===== src/rtl/mem_arbiter_if.sv =====
// Bus bundle between the two cache controllers, the arbiter and main memory.
// The master modport is the arbiter's view; slave is the surrounding system's view.
interface mem_arbiter_if #(
  parameter int unsigned ADDR_W  = 6,
  parameter int unsigned BLOCK_W = 128
);
  logic               i_read;
  logic [ADDR_W-1:0]  i_address;
  logic [BLOCK_W-1:0] i_readdata;
  logic               i_busywait;

  logic               d_read;
  logic               d_write;
  logic [ADDR_W-1:0]  d_address;
  logic [BLOCK_W-1:0] d_writedata;
  logic [BLOCK_W-1:0] d_readdata;
  logic               d_busywait;

  logic               mem_read;
  logic               mem_write;
  logic [ADDR_W-1:0]  mem_address;
  logic [BLOCK_W-1:0] mem_writedata;
  logic [BLOCK_W-1:0] mem_readdata;
  logic               mem_busywait;

  logic               timeout_err;

  modport master (
    input  i_read, i_address, d_read, d_write, d_address, d_writedata,
           mem_readdata, mem_busywait,
    output i_readdata, i_busywait, d_readdata, d_busywait,
           mem_read, mem_write, mem_address, mem_writedata, timeout_err
  );

  modport slave (
    output i_read, i_address, d_read, d_write, d_address, d_writedata,
           mem_readdata, mem_busywait,
    input  i_readdata, i_busywait, d_readdata, d_busywait,
           mem_read, mem_write, mem_address, mem_writedata, timeout_err
  );
endinterface


===== src/rtl/mem_arbiter.sv =====
// Round-robin arbiter sharing one block-wide main memory between icache and dcache,
// with a per-transaction watchdog and a one-cycle completion window per owner.
module mem_arbiter #(
  parameter int unsigned ADDR_W  = 6,
  parameter int unsigned BLOCK_W = 128,
  parameter int unsigned TIMEOUT = 255
) (
  input logic          clock,
  input logic          reset,
  mem_arbiter_if.master bus
);
  localparam int unsigned CNT_W = (TIMEOUT > 1) ? $clog2(TIMEOUT + 1) : 1;

  typedef enum logic [1:0] {IDLE, GRANT, DONE} state_e;
  typedef enum logic {OWN_I, OWN_D} owner_e;

  state_e             state, state_nx;
  owner_e             owner, owner_nx, last_grant, last_nx;
  logic               op_wr, op_wr_nx;
  logic               started, started_nx;
  logic [CNT_W-1:0]   cnt, cnt_nx;
  logic               rd_q, rd_nx, wr_q, wr_nx;
  logic [ADDR_W-1:0]  addr_q, addr_nx;
  logic [BLOCK_W-1:0] wdata_q, wdata_nx;
  logic [BLOCK_W-1:0] i_data_q, i_data_nx, d_data_q, d_data_nx;
  logic               terr_q, terr_nx;
  logic               i_req, d_req, grant_d;

  assign i_req = bus.i_read;
  assign d_req = bus.d_read | bus.d_write;

  // Stall is released only in the owner's single DONE cycle
  assign bus.i_busywait = i_req & ~(state == DONE && owner == OWN_I);
  assign bus.d_busywait = d_req & ~(state == DONE && owner == OWN_D);

  assign bus.mem_read      = rd_q;
  assign bus.mem_write     = wr_q;
  assign bus.mem_address   = addr_q;
  assign bus.mem_writedata = wdata_q;
  assign bus.i_readdata    = i_data_q;
  assign bus.d_readdata    = d_data_q;
  assign bus.timeout_err   = terr_q;

  always_comb begin
    state_nx   = state;
    owner_nx   = owner;
    last_nx    = last_grant;
    op_wr_nx   = op_wr;
    started_nx = started;
    cnt_nx     = cnt;
    rd_nx      = rd_q;
    wr_nx      = wr_q;
    addr_nx    = addr_q;
    wdata_nx   = wdata_q;
    i_data_nx  = i_data_q;
    d_data_nx  = d_data_q;
    terr_nx    = terr_q;
    grant_d    = 1'b0;
    unique case (state)
      IDLE: begin
        if (i_req || d_req) begin
          // On a tie the port that was not granted last wins
          grant_d    = d_req && (!i_req || last_grant == OWN_I);
          owner_nx   = grant_d ? OWN_D : OWN_I;
          last_nx    = grant_d ? OWN_D : OWN_I;
          started_nx = 1'b0;
          cnt_nx     = '0;
          if (grant_d) begin
            addr_nx  = bus.d_address;
            wdata_nx = bus.d_writedata;
            op_wr_nx = bus.d_write;
          end else begin
            addr_nx  = bus.i_address;
            op_wr_nx = 1'b0;
          end
          rd_nx    = ~op_wr_nx;
          wr_nx    = op_wr_nx;
          state_nx = GRANT;
        end
      end
      GRANT: begin
        started_nx = 1'b1;
        cnt_nx     = cnt + CNT_W'(1);
        if (started && !bus.mem_busywait) begin
          if (!op_wr) begin
            if (owner == OWN_I) i_data_nx = bus.mem_readdata;
            else                d_data_nx = bus.mem_readdata;
          end
          rd_nx    = 1'b0;
          wr_nx    = 1'b0;
          state_nx = DONE;
        end else if (TIMEOUT != 0 && cnt_nx == CNT_W'(TIMEOUT)) begin
          terr_nx  = 1'b1;
          rd_nx    = 1'b0;
          wr_nx    = 1'b0;
          state_nx = DONE;
        end
      end
      DONE:    state_nx = IDLE;
      default: state_nx = IDLE;
    endcase
  end

  always_ff @(posedge clock or negedge reset) begin
    if (!reset) begin
      state      <= IDLE;
      owner      <= OWN_I;
      last_grant <= OWN_I;
      op_wr      <= 1'b0;
      started    <= 1'b0;
      cnt        <= '0;
      rd_q       <= 1'b0;
      wr_q       <= 1'b0;
      addr_q     <= '0;
      wdata_q    <= '0;
      i_data_q   <= '0;
      d_data_q   <= '0;
      terr_q     <= 1'b0;
    end else begin
      state      <= state_nx;
      owner      <= owner_nx;
      last_grant <= last_nx;
      op_wr      <= op_wr_nx;
      started    <= started_nx;
      cnt        <= cnt_nx;
      rd_q       <= rd_nx;
      wr_q       <= wr_nx;
      addr_q     <= addr_nx;
      wdata_q    <= wdata_nx;
      i_data_q   <= i_data_nx;
      d_data_q   <= d_data_nx;
      terr_q     <= terr_nx;
    end
  end
endmodule


===== src/flat_wrapper.sv =====
// flat-port wrapper written by rule: the top's interface ports become plain ports
module mem_arbiter_flat 
#(
  parameter int unsigned ADDR_W  = 6,
  parameter int unsigned BLOCK_W = 128,
  parameter int unsigned TIMEOUT = 255
)
  (clock, reset, bus_i_read, bus_i_address, bus_d_read, bus_d_write, bus_d_address, bus_d_writedata, bus_mem_readdata, bus_mem_busywait, bus_i_readdata, bus_i_busywait, bus_d_readdata, bus_d_busywait, bus_mem_read, bus_mem_write, bus_mem_address, bus_mem_writedata, bus_timeout_err);
  mem_arbiter_if #(.ADDR_W(ADDR_W), .BLOCK_W(BLOCK_W)) bus_i ();
  input logic clock;
  input logic reset;
  input wire logic [$bits(bus_i.i_read)-1:0] bus_i_read;
  input wire logic [$bits(bus_i.i_address)-1:0] bus_i_address;
  input wire logic [$bits(bus_i.d_read)-1:0] bus_d_read;
  input wire logic [$bits(bus_i.d_write)-1:0] bus_d_write;
  input wire logic [$bits(bus_i.d_address)-1:0] bus_d_address;
  input wire logic [$bits(bus_i.d_writedata)-1:0] bus_d_writedata;
  input wire logic [$bits(bus_i.mem_readdata)-1:0] bus_mem_readdata;
  input wire logic [$bits(bus_i.mem_busywait)-1:0] bus_mem_busywait;
  output wire logic [$bits(bus_i.i_readdata)-1:0] bus_i_readdata;
  output wire logic [$bits(bus_i.i_busywait)-1:0] bus_i_busywait;
  output wire logic [$bits(bus_i.d_readdata)-1:0] bus_d_readdata;
  output wire logic [$bits(bus_i.d_busywait)-1:0] bus_d_busywait;
  output wire logic [$bits(bus_i.mem_read)-1:0] bus_mem_read;
  output wire logic [$bits(bus_i.mem_write)-1:0] bus_mem_write;
  output wire logic [$bits(bus_i.mem_address)-1:0] bus_mem_address;
  output wire logic [$bits(bus_i.mem_writedata)-1:0] bus_mem_writedata;
  output wire logic [$bits(bus_i.timeout_err)-1:0] bus_timeout_err;
  assign bus_i.i_read = bus_i_read;
  assign bus_i.i_address = bus_i_address;
  assign bus_i.d_read = bus_d_read;
  assign bus_i.d_write = bus_d_write;
  assign bus_i.d_address = bus_d_address;
  assign bus_i.d_writedata = bus_d_writedata;
  assign bus_i.mem_readdata = bus_mem_readdata;
  assign bus_i.mem_busywait = bus_mem_busywait;
  assign bus_i_readdata = bus_i.i_readdata;
  assign bus_i_busywait = bus_i.i_busywait;
  assign bus_d_readdata = bus_i.d_readdata;
  assign bus_d_busywait = bus_i.d_busywait;
  assign bus_mem_read = bus_i.mem_read;
  assign bus_mem_write = bus_i.mem_write;
  assign bus_mem_address = bus_i.mem_address;
  assign bus_mem_writedata = bus_i.mem_writedata;
  assign bus_timeout_err = bus_i.timeout_err;
  mem_arbiter #(.ADDR_W(ADDR_W), .BLOCK_W(BLOCK_W), .TIMEOUT(TIMEOUT)) u_core (.clock(clock), .reset(reset), .bus(bus_i));
endmodule

===== config.mk =====
export PLATFORM = sky130hd
export DESIGN_NAME = mem_arbiter_flat
export DESIGN_NICKNAME = d
export VERILOG_FILES = /design/src/rtl/mem_arbiter_if.sv /design/src/rtl/mem_arbiter.sv /design/src/flat_wrapper.sv
export SDC_FILE = /design/constraint.sdc
export NUM_CORES = 1
export LEC_CHECK = 0
export ABC_AREA = 1
export BUFFER_PORTS_ARGS = -buffer_cell sky130_fd_sc_hd__buf_2
export CORE_AREA = 2 2 261 263
export CTS_CLUSTER_DIAMETER = 150
export DETAILED_ROUTE_END_ITERATION = 10
export DIE_AREA = 0 0 263 265
export SLEW_MARGIN = 20
export SYNTH_ARGS = -nofsm -noshare
export SYNTH_HDL_FRONTEND = slang
export SYNTH_SLANG_ARGS = --single-unit

===== constraint.sdc =====
create_clock -name clock -period 2.7 [get_ports clock]
set_input_delay 0.135 -clock clock [delete_from_list [all_inputs] [get_ports clock]]
set_output_delay 0.135 -clock clock [all_outputs]
set_load 0.005 [all_outputs]

==> results.sh <==
export IMPL_path_max_fanout=11
export IMPL_cp_slowest_cell="nor3_1"
export IMPL_rows=95
export IMPL_ir_worst_vdd_uv=626.8
export IMPL_fill_cells=6500
export IMPL_cpPeakStageDelay_ns=0.73
export IMPL_hold_path_class="in -> reg"
export IMPL_clkTransAtPathRegs_ns=0.06
export IMPL_cp_cell_sequence="nor3_1 > inv_1 > nand2_1 > o21ai_0 > dlygate4sd3_1"
export IMPL_critPathBufInv=2
export IMPL_synth_nets=1642
export IMPL_place_worst_setup_slack_ns=0.7072
export IMPL_totalNegativeSetupSlack_ns=0
export IMPL_status="complete, no violations"
export IMPL_synthArstFlopShare=1.000
export IMPL_syn2layout_area_growth_pct=53.48
export IMPL_clk_latency_ns=0.56
export IMPL_hpwlAfterDp_um=35730
export IMPL_setup_viol=0
export IMPL_yosysWarnings=0
export IMPL_drtPass1Iterations=5
export IMPL_ioPinCount=669
export IMPL_syn_area_um2=16040
export IMPL_syn_avg_cell_area_um2=11.74
export IMPL_p_leak_nw=13.04
export IMPL_synth_seq_cells=406
export IMPL_synth_top_area_frac=0.6334
export IMPL_htree_levels=2
export IMPL_grt_ovfl_total=0
export IMPL_path_delay_family="buffers and inverters"
export IMPL_gp_congestion=0.7897
export IMPL_ys_types=29
export IMPL_start_util=0.2401
export IMPL_drt_iter0_drc=752
export IMPL_path_class="reg -> reg"
export IMPL_grt_pass1_vias=13960
export IMPL_wire_per_inst_um=15.79
export IMPL_synth_common_cells="dfrtp_1, nand2_1, o21ai_1, inv_1, mux2_4"
export IMPL_cts_tree="built"
export IMPL_seq_area_frac_synth=0.6334
export IMPL_cts_root_buf="clkbuf_16"
export IMPL_whs_ns=0.1581
export IMPL_die_x_um=263
export IMPL_fp_dieH_um=265
export IMPL_grt_max_degree=83
export IMPL_slew_viol_final=0
export IMPL_fmax_mhz=420.5
export IMPL_synthCells=1366
export IMPL_antenna_found_initial=3
export IMPL_clock_sinks=406
export IMPL_remaining_drc_errors=0
export IMPL_power_density_nw_per_um2=1080
export IMPL_final_util=0.3685
export IMPL_synth_most_common_cell="dfrtp_1"
export IMPL_cp_start_kind="flip-flop"
export IMPL_die_area_um2=69700
export IMPL_layout_nets=2598
export IMPL_grt_pass1_wl_um=78790
export IMPL_vias=13190
export IMPL_synth_edf_count=0
export IMPL_via_per_inst=4.079
export IMPL_drive_above_1_share=0.3942
export IMPL_portBuffers=668
export IMPL_cp_end_kind="flip-flop"
export IMPL_wl_um=51040
export IMPL_clk_path_buf_depth=3
export IMPL_worst_slack_ns=0.3220
export IMPL_worst_pin_slew_ns=0.8623
export IMPL_postRouteAntennaNets=0
export IMPL_maxCapViolCount=0
export IMPL_arrival_ns=2.82
export IMPL_fin_worst_skew_ns=0.01521
export IMPL_worstPathRequired_ns=3.14
export IMPL_post_route_period_util=0.8808
export IMPL_synth_largest_area_cell="dfrtp_1"
export IMPL_final_hold_viol_count=0
export IMPL_ys_dominant_reg_cell="dfrtp_1"
export IMPL_grt_util_all_layers=0.1420
export IMPL_core_area_um2=66800
export IMPL_relSlewSlack=0.4207
export IMPL_period_needed_ns=2.378
export IMPL_cts_buffers=45
export IMPL_yosys_top_cells_area="dfrtp_1, mux2_4, o21ai_1"
export IMPL_rsz0062_at_grt="no"
==> power breakdown <==
part / total [mW] / switching [mW] / leakage (nW) / internal [mW]
clock: 6.65 / 2.61 / 0.797 / 4.04
combinational: 9.56 / 4.45 / 7.21 / 5.11
sequential: 10.4 / 1.52 / 5.04 / 8.87
==> logic make-up after synthesis <==
kind of cell             share of synthesized area
flip-flops                                  0.6334
adder cells (fa/ha/maj)                   0.001560
AND/OR/NAND/NOR                            0.08081
multiplexers                                0.1154
buffers and inverters                      0.07855
AO/OA/AOI/OAI                              0.09033
==> per-layer routing <==
metal  GRT usage  vias to the layer above  wire, um
met1      0.1596                     6249     19990
li1            -                     6357         -
met3     0.04208                      102      3494
met4     0.04865                        4      1610
met2      0.2556                      474     25920
met5           0                        -        24
==> metrics by stage <==
step / power [mW] / area [um^2] / instances
floorplan: 15.50 / 16040 / 1366
detailed placement: 19.63 / 20270 / 2877
global route: 28.31 / 24620 / 3233
global placement: 19.42 / 20270 / 2877
finish: 26.60 / 24620 / 3233
CTS: 26.88 / 24620 / 3232
==> worst reg2reg max path, stage by stage, from the launching register on <==
cell and delay, ns:
dfrtp_1 0.45, nor3_1 0.73, inv_1 0.32, nand2_1 0.13
o21ai_0 0.08, dlygate4sd3_1 0.56
==> what timing repair did <==
item,CTS,global route
endpoints found under the setup margin,0,0
endpoints found under the hold margin,455,0
setup buffers,0,0
hold buffers,271,0
resized for setup,0,0
==> cells in the final DEF, fill, tap and decap left out, types with 13 or more instances in the layout <==
cell | Yosys | layout
dfrtp_1 | 406 | 406
nor2_1 | 15 | 15
buf_2 | 25 | 667
dlygate4sd3_1 | 0 | 271
buf_4 | 6 | 28
clkbuf_8 | 0 | 13
buf_12 | 11 | 13
o21ai_1 | 243 | 243
nand2_1 | 290 | 290
mux2_2 | 19 | 19
mux2_4 | 109 | 109
inv_1 | 147 | 147
o21ai_0 | 36 | 36
clkbuf_16 | 0 | 47
==> path summary, 6_finish.rpt <==
path                                                start                      endpoint  slack [ns]  depth (start not counted)
worst max-delay path                      u_core.state[1]     u_core.bus.mem_address[3]        0.32                          5
worst min-delay path                           bus_i_read           u_core.bus.mem_read        0.16                          5
worst max register to register            u_core.state[1]     u_core.bus.mem_address[3]        0.32                          5
worst min register to register  u_core.bus.d_readdata[71]     u_core.bus.d_readdata[71]        0.48                          2
max in group asynchronous                           reset  u_core.bus.mem_writedata[98]        1.70                          3
min in group asynchronous                           reset    u_core.bus.d_readdata[115]        0.20                          2
==> sequential cells by signal (all words and copies together) (netlist names), 2 cells and up <==
| signal | cells |
|---|---|
| u_core.bus.mem_writedata | 128 |
| u_core.state | 2 |
| u_core.cnt | 8 |
| u_core.bus.mem_address | 6 |
| u_core.bus.d_readdata | 128 |
| u_core.bus.i_readdata | 128 |
==> layout make-up <==
| type | instances | area [um^2] | share of cell area |
|---|---|---|---|
| timing repair buffer | 980 | 6536 | 0.2655 |
| clock inverter | 21 | 266.5 | 0.01083 |
| antenna | 1 | 2.502 | 0.0001016 |
| inverter | 150 | 565.5 | 0.02297 |
| sequential | 406 | 10160 | 0.4127 |
| multi-input combinational | 739 | 4629 | 0.1880 |
| clock buffer | 63 | 1366 | 0.05550 |
| tap | 873 | 1092 | 0.04437 |
No activity file was read; power rests on OpenSTA's default activity.
